==> config.mk <==
export PLATFORM = sky130hd
export DESIGN_NAME = sumador_arbiter
export DESIGN_NICKNAME = d
export VERILOG_FILES = /design/src/rtl/sumador_pkg.sv /design/src/rtl/sumador_tag_pipe.sv /design/src/rtl/sumador_arbiter.sv
export SDC_FILE = /design/constraint.sdc
export NUM_CORES = 1
export LEC_CHECK = 0
export CAP_MARGIN = 15
export CORE_ASPECT_RATIO = 0.6
export CORE_MARGIN = 2
export CORE_UTILIZATION = 38
export CTS_CLUSTER_DIAMETER = 30
export DETAILED_ROUTE_END_ITERATION = 8
export HOLD_SLACK_MARGIN = 0.1
export PLACE_DENSITY = 0.78
export SKIP_LAST_GASP = 1
export SLEW_MARGIN = 20
export SYNTH_ARGS = -nofsm -noshare
export SYNTH_HDL_FRONTEND = slang
export SYNTH_SLANG_ARGS = --single-unit
export TNS_END_PERCENT = 10
==> constraint.sdc <==
create_clock -name clk -period 2.4 [get_ports clk]
set_clock_uncertainty 0.1 [all_clocks]
set_input_delay 0.36 -clock clk [delete_from_list [all_inputs] [get_ports clk]]
set_output_delay 0.36 -clock clk [all_outputs]
set_load 0.005 [all_outputs]
==> src/rtl/sumador_pkg.sv <==
// sumador_pkg: shared constants and tag type for the sumador arbiter slice.
//   DATA_W_DEF : default operand width
//   ID_A/ID_B  : requester identifiers carried in the tag pipe
//   tag_t      : {vld, id} ownership tag of one in-flight operation
package sumador_pkg;
    localparam int   DATA_W_DEF = 4;
    localparam logic ID_A       = 1'b0;
    localparam logic ID_B       = 1'b1;
    typedef struct packed {
        logic vld;
        logic id;
    } tag_t;
endpackage

==> src/rtl/sumador_tag_pipe.sv <==
// sumador_tag_pipe: PIPE_LAT-deep ownership tag shift register, async clear.
//   i_vld/i_id : tag loaded into stage 0 every edge
//   o_vld/o_id : tail stage, aligned with the adder result
//   o_any_vld  : any stage holds a valid tag
module sumador_tag_pipe
    import sumador_pkg::*;
#(
    parameter int PIPE_LAT = 2
) (
    input  logic clk,
    input  logic reset,
    input  logic i_vld,
    input  logic i_id,
    output logic o_vld,
    output logic o_id,
    output logic o_any_vld
);
    tag_t [PIPE_LAT-1:0] r_tags;

    always_ff @(posedge clk or posedge reset) begin
        if (reset) begin
            r_tags <= '0;
        end else begin
            r_tags[0] <= {i_vld, i_id};
            for (int i = 1; i < PIPE_LAT; i++) r_tags[i] <= r_tags[i-1];
        end
    end

    assign o_vld = r_tags[PIPE_LAT-1].vld;
    assign o_id  = r_tags[PIPE_LAT-1].id;

    always_comb begin
        o_any_vld = 1'b0;
        for (int i = 0; i < PIPE_LAT; i++) o_any_vld = o_any_vld | r_tags[i].vld;
    end
endmodule

==> src/rtl/sumador_arbiter.sv <==
// sumador_arbiter: round-robin share of one pipelined adder between requesters A and B.
//   a_*/b_* valid/ready/op1/op2 : operand handshakes from the requesters
//   add_valid_in/add_op1/add_op2 : issue to the adder, add_sum : adder result at tag tail
//   a_resp_*/b_resp_*           : one-cycle result pulse and held sum per requester
//   busy                        : operations in flight or outstanding
module sumador_arbiter
    import sumador_pkg::*;
#(
    parameter int DATA_W   = DATA_W_DEF,
    parameter int PIPE_LAT = 2,
    parameter int MAX_OUT  = 3
) (
    input  logic              clk,
    input  logic              reset,
    input  logic              a_valid,
    output logic              a_ready,
    input  logic [DATA_W-1:0] a_op1,
    input  logic [DATA_W-1:0] a_op2,
    input  logic              b_valid,
    output logic              b_ready,
    input  logic [DATA_W-1:0] b_op1,
    input  logic [DATA_W-1:0] b_op2,
    output logic              add_valid_in,
    output logic [DATA_W-1:0] add_op1,
    output logic [DATA_W-1:0] add_op2,
    input  logic [DATA_W:0]   add_sum,
    output logic              a_resp_valid,
    output logic [DATA_W:0]   a_resp_sum,
    output logic              b_resp_valid,
    output logic [DATA_W:0]   b_resp_sum,
    output logic              busy
);
    localparam int CNT_W = $clog2(MAX_OUT + 1);

    logic [CNT_W-1:0] r_cnt_a, r_cnt_b;
    logic             r_last;
    logic             r_a_resp_valid, r_b_resp_valid;
    logic [DATA_W:0]  r_a_resp_sum, r_b_resp_sum;
    logic             w_elig_a, w_elig_b, w_gnt_a, w_gnt_b, w_fire;
    logic             w_tail_vld, w_tail_id, w_any_tag, w_ret_a, w_ret_b;

    // Eligibility uses the registered count only; a same-cycle return does not free a slot.
    assign w_elig_a = a_valid && (r_cnt_a < CNT_W'(MAX_OUT));
    assign w_elig_b = b_valid && (r_cnt_b < CNT_W'(MAX_OUT));
    // On a tie the requester that did not win last time gets the grant.
    assign w_gnt_a  = w_elig_a && (!w_elig_b || r_last == ID_B);
    assign w_gnt_b  = w_elig_b && !w_gnt_a;
    assign w_fire   = w_gnt_a || w_gnt_b;

    assign a_ready      = w_gnt_a;
    assign b_ready      = w_gnt_b;
    assign add_valid_in = w_fire;

    always_comb begin
        add_op1 = w_gnt_a ? a_op1 : w_gnt_b ? b_op1 : '0;
        add_op2 = w_gnt_a ? a_op2 : w_gnt_b ? b_op2 : '0;
    end

    sumador_tag_pipe #(
        .PIPE_LAT (PIPE_LAT)
    ) u_tags (
        .clk       (clk),
        .reset     (reset),
        .i_vld     (w_fire),
        .i_id      (w_gnt_b ? ID_B : ID_A),
        .o_vld     (w_tail_vld),
        .o_id      (w_tail_id),
        .o_any_vld (w_any_tag)
    );

    assign w_ret_a = w_tail_vld && (w_tail_id == ID_A);
    assign w_ret_b = w_tail_vld && (w_tail_id == ID_B);

    always_ff @(posedge clk or posedge reset) begin
        if (reset) begin
            r_last <= ID_B;
        end else if (w_fire) begin
            r_last <= w_gnt_b ? ID_B : ID_A;
        end
    end

    // Issue and return on the same edge cancel, so the count holds.
    always_ff @(posedge clk or posedge reset) begin
        if (reset) begin
            r_cnt_a <= '0;
            r_cnt_b <= '0;
        end else begin
            if (w_gnt_a && !w_ret_a) r_cnt_a <= r_cnt_a + CNT_W'(1);
            else if (!w_gnt_a && w_ret_a) r_cnt_a <= r_cnt_a - CNT_W'(1);
            if (w_gnt_b && !w_ret_b) r_cnt_b <= r_cnt_b + CNT_W'(1);
            else if (!w_gnt_b && w_ret_b) r_cnt_b <= r_cnt_b - CNT_W'(1);
        end
    end

    always_ff @(posedge clk or posedge reset) begin
        if (reset) begin
            r_a_resp_valid <= 1'b0;
            r_b_resp_valid <= 1'b0;
            r_a_resp_sum   <= '0;
            r_b_resp_sum   <= '0;
        end else begin
            r_a_resp_valid <= w_ret_a;
            r_b_resp_valid <= w_ret_b;
            if (w_ret_a) r_a_resp_sum <= add_sum;
            if (w_ret_b) r_b_resp_sum <= add_sum;
        end
    end

    assign a_resp_valid = r_a_resp_valid;
    assign b_resp_valid = r_b_resp_valid;
    assign a_resp_sum   = r_a_resp_sum;
    assign b_resp_sum   = r_b_resp_sum;
    assign busy         = w_any_tag || (r_cnt_a != '0) || (r_cnt_b != '0);
endmodule

* Yosys cells after proc, flatten, opt, wreduce, memory -nomap -nowiden
Cells that the tools add are included.
** Storage, ports and cells
- Latch bits :: 0
- Register bits after elaboration :: 21
- Output and inout port bits :: 24
- Bits in read-only memories :: 0
- Input port bits :: 25
- RAM bits :: 0
- Memories :: 0
** Cells by class
- Equal/unequal tests :: 0
- Multiply operators :: 0
- Shift-type cells :: 0
- Div/mod/pow operators :: 0
- Magnitude comparators :: 2
- Add/sub/neg operators :: 4
- Multiplexer cells :: 9
- Bitwise operators :: 2
- Reductions and logical operators :: 23
** Operators with widths (count)
- 4-bit 2-to-1 mux :: 4
- 1-bit logical AND :: 10
- 2-bit 2-to-1 mux :: 4
- 2-bit nonzero test :: 4
- 1-bit logical NOT :: 5
- 2-bit by 1-bit adder with 2-bit output, second input constant :: 2
- 1-bit logical OR :: 4
- 2-bit less-than comparator, second input constant :: 2
- 2-bit by 1-bit subtractor with 2-bit output, second input constant :: 2
- 1-bit 2-to-1 mux :: 1
- 1-bit NOT :: 1
- 1-bit OR :: 1

* Depth between registers and ports, before layout
- Depth in word-level cells :: 11
- Depth in mapped cells :: 7
- Depth with buffers taken out :: 6

* Modules after synthesis
A second synthesis with hierarchy kept.
** Unflattened totals
- Cell total of the unflattened synthesis :: 69
- Area total of the unflattened synthesis :: 927.1 sq um
** Modules (own cells, without submodules)
- sumador_arbiter :: sequential area each 426.7 sq um, area an instance 817.0 sq um, times used 1, cells each 63
- sumador_tag_pipe :: sequential area each 100.1 sq um, area an instance 110.1 sq um, times used 1, cells each 6

* Least setup slack after synthesis
OpenSTA, ideal clock, no wires.
- Path kind :: register to register
- From :: reg r_cnt_b[0]
- To :: reg r_cnt_a[1]
- Library setup time :: 0.079 ns
- Arrival time :: 1.520 ns
- Slack :: 0.701 ns
- Clock period less this slack :: 1.699 ns
- Cell stages (with the launch flop) :: 8
- Path through :: dfrtp_1 > a21bo_4 > o21a_1 > buf_6 > ha_1 > xor2_1 > nor2_1 > xor2_1
** On the way
- Word-level cells in the longest chain between the ends :: 8
- Elaborated cells between the ends (all ways) :: 10
** RTL lines
- start: declaration :: RTL line sumador_arbiter.sv:35 : logic [CNT_W-1:0] r_cnt_a, r_cnt_b;
- start signal: assignment :: RTL line sumador_arbiter.sv:90 : if (w_gnt_b && !w_ret_b) r_cnt_b <= r_cnt_b + CNT_W'(1);
- start signal: assignment :: RTL line sumador_arbiter.sv:91 : else if (!w_gnt_b && w_ret_b) r_cnt_b <= r_cnt_b - CNT_W'(1);
- 2-bit less-than comparator (*) :: RTL line sumador_arbiter.sv:44 : assign w_elig_b = b_valid && (r_cnt_b < CNT_W'(MAX_OUT));
- 1-bit logical AND (*) :: RTL line sumador_arbiter.sv:44
- 1-bit logical NOT (*) :: RTL line sumador_arbiter.sv:46 : assign w_gnt_a = w_elig_a && (!w_elig_b || r_last == ID_B);
- 1-bit logical OR (*) :: RTL line sumador_arbiter.sv:46
- 1-bit logical AND (*) :: RTL line sumador_arbiter.sv:46
- net a_ready :: RTL line sumador_arbiter.sv:16 : output logic a_ready,
- 1-bit logical NOT :: RTL line sumador_arbiter.sv:89 : else if (!w_gnt_a && w_ret_a) r_cnt_a <= r_cnt_a - CNT_W'(1);
- 1-bit logical AND :: RTL line sumador_arbiter.sv:89
- 2-bit nonzero test (no source line)
- end signal: assignment :: RTL line sumador_arbiter.sv:88 : if (w_gnt_a && !w_ret_a) r_cnt_a <= r_cnt_a + CNT_W'(1);
- end signal: assignment :: RTL line sumador_arbiter.sv:89
- end: declaration :: RTL line sumador_arbiter.sv:35
The timed path passes the listed nets; every way through them passes the cells marked *.
A chain may end at the register's enable or synchronous reset.

* Worst setup path after layout
- From :: in a_valid
- To :: out add_op2[1]
** On the way
- Word-level cells in the longest chain between the ends :: 6
** RTL lines
- start: declaration :: RTL line sumador_arbiter.sv:15 : input logic a_valid,
- 1-bit logical AND (*) :: RTL line sumador_arbiter.sv:43 : assign w_elig_a = a_valid && (r_cnt_a < CNT_W'(MAX_OUT));
- 1-bit logical AND (*) :: RTL line sumador_arbiter.sv:46
- 1-bit logical NOT :: RTL line sumador_arbiter.sv:47 : assign w_gnt_b = w_elig_b && !w_gnt_a;
- 1-bit logical AND :: RTL line sumador_arbiter.sv:47
- 4-bit 2-to-1 mux :: RTL line sumador_arbiter.sv:56 : add_op2 = w_gnt_a ? a_op2 : w_gnt_b ? b_op2 : '0;
- 4-bit 2-to-1 mux (*) :: RTL line sumador_arbiter.sv:56
- end: declaration :: RTL line sumador_arbiter.sv:25 : output logic [DATA_W-1:0] add_op2,
Mark *: on every way between the ends. The rest lies on a longest branch, timed or not.

==> flow_summary_export.csv <==
group,metric,value,unit
logic_synthesis,yosysWarnings,0,
placed_design,dp_cells,146,
clocking,clockBufferDepth,2,
timing,setup_slack,-82.8,ps
logic_synthesis,ys_ff_latch,21,
detailed_routing,vias,686,
worst_setup_path,slowest_stage,"clkdlybuf4s50_1",
logic_synthesis,synth_top_area_share,0.545,
clocking,htreeDepth,1,
placed_design,dpl.hpwl,1860,um
detailed_routing,wl_per_cell,15.8,um
finish,nNetsFinal,150,
floorplan,initial_utilization,0.412,
grt,grt_pass1_wl,3880,um
clocking,clk_pin_slew,70,ps
finish,multi_input_area,382,sq um
finish,fin_cells,152,
timing,hold_viol_final,0,
logic_synthesis,yosysUniqueCellTypes,19,
timing,worst_slew_pin_slew,776,ps
logic_synthesis,syn_inst,67,
clocking,tritoncts,"done",
timing,setup_viol,8,
timing,finalCriticalPeriod,2480,ps
floorplan,io_pins,49,
worst_setup_path,crit_fanout,5,
floorplan,core_area,2230,sq um
logic_synthesis,synth_seq_area_share,0.574,
worst_setup_path,slowest_delay,510,ps
grt,grt.overflow.total,0,
clocking,clkSinkCount,21,
floorplan,die_h,42.1,um
logic_synthesis,yosys-top-cells-area,"dfrtp_1, mux2_2, a22o_1",
worst_setup_path,cp.arrival,2020,ps
timing,grt_setup_unrepaired,"yes",
worst_setup_path,cp.required,1940,ps
pwr,power_density,1190,nW/um^2
logic_synthesis,syn_nets,94,
finish,n_antenna_cell,0,
detailed_routing,detail-route-antenna-nets,0,
finish,syn2layout_area_growth,64.7,%
timing,fmax,403,MHz
worst_setup_path,start_kind,"input port",
placed_design,pre_cts_slack,-153,ps
worst_setup_path,worst-path-stages,6,
grt,grt_max_degree,22,
outcome,outcome,"finished with violations",
clocking,clock_latency,250,ps
worst_setup_path,crit_buf_inv,3,
timing,relSlewSlack,0.482,
detailed_routing,drc,0,
finish,drive_above_1_share,0.189,
clocking,numCtsBuffers,3,
job,maxCapViolations,0,
floorplan,die_w,67.5,um
worst_setup_path,cp_top_family,"buffers and inverters",
finish,seqCellArea,527,sq um
logic_synthesis,syn_avg_cell_area,13.7,sq um
pwr,ir_worst_vdd,845,uV
worst_setup_path,path_cells,"clkdlybuf4s50_1, a21boi_2, buf_4, a21oi_4, a22o_1, clkdlybuf4s50_1",
worst_setup_path,cp_common_cell,"clkdlybuf4s50_1",
placed_design,portBuffers,48,
worst_setup_path,r2r_cells,7,
detailed_routing,drtPass1Iterations,6,
finish,fin_util,0.679,
worst_hold_path,hold_class,"flop to flop",
worst_setup_path,endpoint_kind,"output port",
placed_design,finalWeightedCongestion,0.739,
clocking,cts_root_buf,"clkbuf_8",
worst_hold_path,min_path_cells,0,
outcome,violations,"setup timing",
detailed_routing,drt_iter0_drc,34,
floorplan,dieArea,2840,sq um
finish,fillers,160,
detailed_routing,viasPerCell,4.51,
worst_setup_path,criticalPathCategory,"input port to output port",
floorplan,row_count,13,
detailed_routing,wl,2410,um
logic_synthesis,yosys.area.top_type,"dfrtp_1",
logic_synthesis,syn_area,918,sq um
timing,slew_viol_final,0,
grt,antenna_found_initial,0,
grt,grt_pass1_vias,724,
pwr,power.leakage,0.652,nW
grt,grt.total_usage,0.192,
timing,fin_crit_sh,1.03,
-- worst register-to-register path, cell delays in order, from the launching register on --
cell and delay, ps:
dfrtp_1 450, a21bo_4 280, o21a_2 280, buf_4 150, ha_1 200, xor2_1 150, nor2_1 120, xor2_1 160
-- layout make-up --
type	count	area share
flip-flops and latches	21	0.348
repair buffers	52	0.337
multi-input cells	42	0.252
clock buffers	4	0.0298
well taps	30	0.0248
inverters	3	0.00744
-- per-layer routing --
| metal | GRT usage | part of all wire | vias up |
|---|---|---|---|
| li1 | - | - | 346 |
| met1 | 0.283 | 0.51 | 323 |
| met2 | 0.271 | 0.45 | 17 |
| met3 | 0.0726 | 0.044 | 0 |
| met4 | 0.0245 | 0 | 0 |
| met5 | 0 | 0 | - |
-- registers in the layout, summed over array words and instances (netlist names), 2 cells and up --
register,count
r_cnt_b,2
a_resp_sum,5
u_tags.r_tags,2
b_resp_sum,5
r_cnt_a,2
-- timing repair --
item,4_1_cts,5_1_grt
hold buffers,0,0
endpoints found under the setup margin,10,8
buffers inserted,1,0
gates resized for setup,2,0
pin swaps,1,0
cloned,1,0
-- logic make-up (layout without fill, tap and decap cells) --
kind of cell               Yosys count  in the layout  share of synthesized area
AOI/OAI and AO/OA                   12             13                      0.132
xor gates and xnor gates             6              6                     0.0572
adders and majority gates            2              2                     0.0272
buffers and inverters                5             59                     0.0300
DFF                                 21             21                      0.574
muxes                               11             11                      0.134
and+or+nand+nor                     10             10                     0.0463
-- per-stage QoR --
stage	setup TNS [ps]	hold WS (ps)	cell area, sq um	power, mW
3_5_place_dp	-1120	235	1440	1.56
3_3_place_gp	-823	235	1440	1.52
4_1_cts	-416	252	1510	1.83
5_1_grt	-784	262	1510	1.94
6_report	-446	246	1510	1.81
2_1_floorplan	0	231	918	1.08
-- cell usage after synthesis --
| cell type | number |
|---|---|
| buf_2 | 1 |
| dfrtp_1 | 20 |
| mux2_2 | 10 |
| mux2i_1 | 1 |
| inv_1 | 3 |
| nand2b_1 | 1 |
| o21a_1 | 1 |
| xnor2_1 | 2 |
| ha_1 | 2 |
| dfstp_2 | 1 |
| a21bo_4 | 1 |
| a21boi_2 | 1 |
| nor2_1 | 3 |
| a21oi_4 | 1 |
| buf_6 | 1 |
| a22o_1 | 8 |
| nor4_1 | 1 |
| xor2_1 | 4 |
| nand2_1 | 5 |
-- cell usage in the layout, fill, tap and decap left out --
cell type and n:
ha_1 2, clkdlybuf4s50_1 48, clkbuf_8 3, xor2_1 4
a21boi_2 1, nor2_1 3, mux2i_1 1, buf_4 4
inv_1 3, a22o_1 8, a21oi_4 2, clkbuf_1 1
a21bo_4 1, o21a_2 1, nand2b_1 1, dfstp_2 1
dfrtp_1 20, nor4_1 1, xnor2_1 2, nand2_1 5
mux2_2 10
-- report_power, final --
| group | internal, mW | total (mW) | switching (mW) | leakage [nW] |
|---|---|---|---|---|
| clock | 0.118 | 0.223 | 0.105 | 0.0228 |
| combinational | 0.581 | 0.907 | 0.326 | 0.383 |
| sequential | 0.536 | 0.677 | 0.141 | 0.246 |
-- final timing paths --
kind | startpoint | to | slack, ps
worst max-delay path | a_valid | add_op2[1] | -80
worst min-delay path | u_tags.r_tags[0] | u_tags.o_id | 250
worst max register to register | r_cnt_b[0] | r_cnt_a[1] | 430
worst min register to register | u_tags.r_tags[0] | u_tags.o_id | 250
max in group asynchronous | reset | a_resp_sum[1] | 1260
min in group asynchronous | reset | b_resp_sum[0] | 450
No activity file was read; power rests on OpenSTA's default activity.
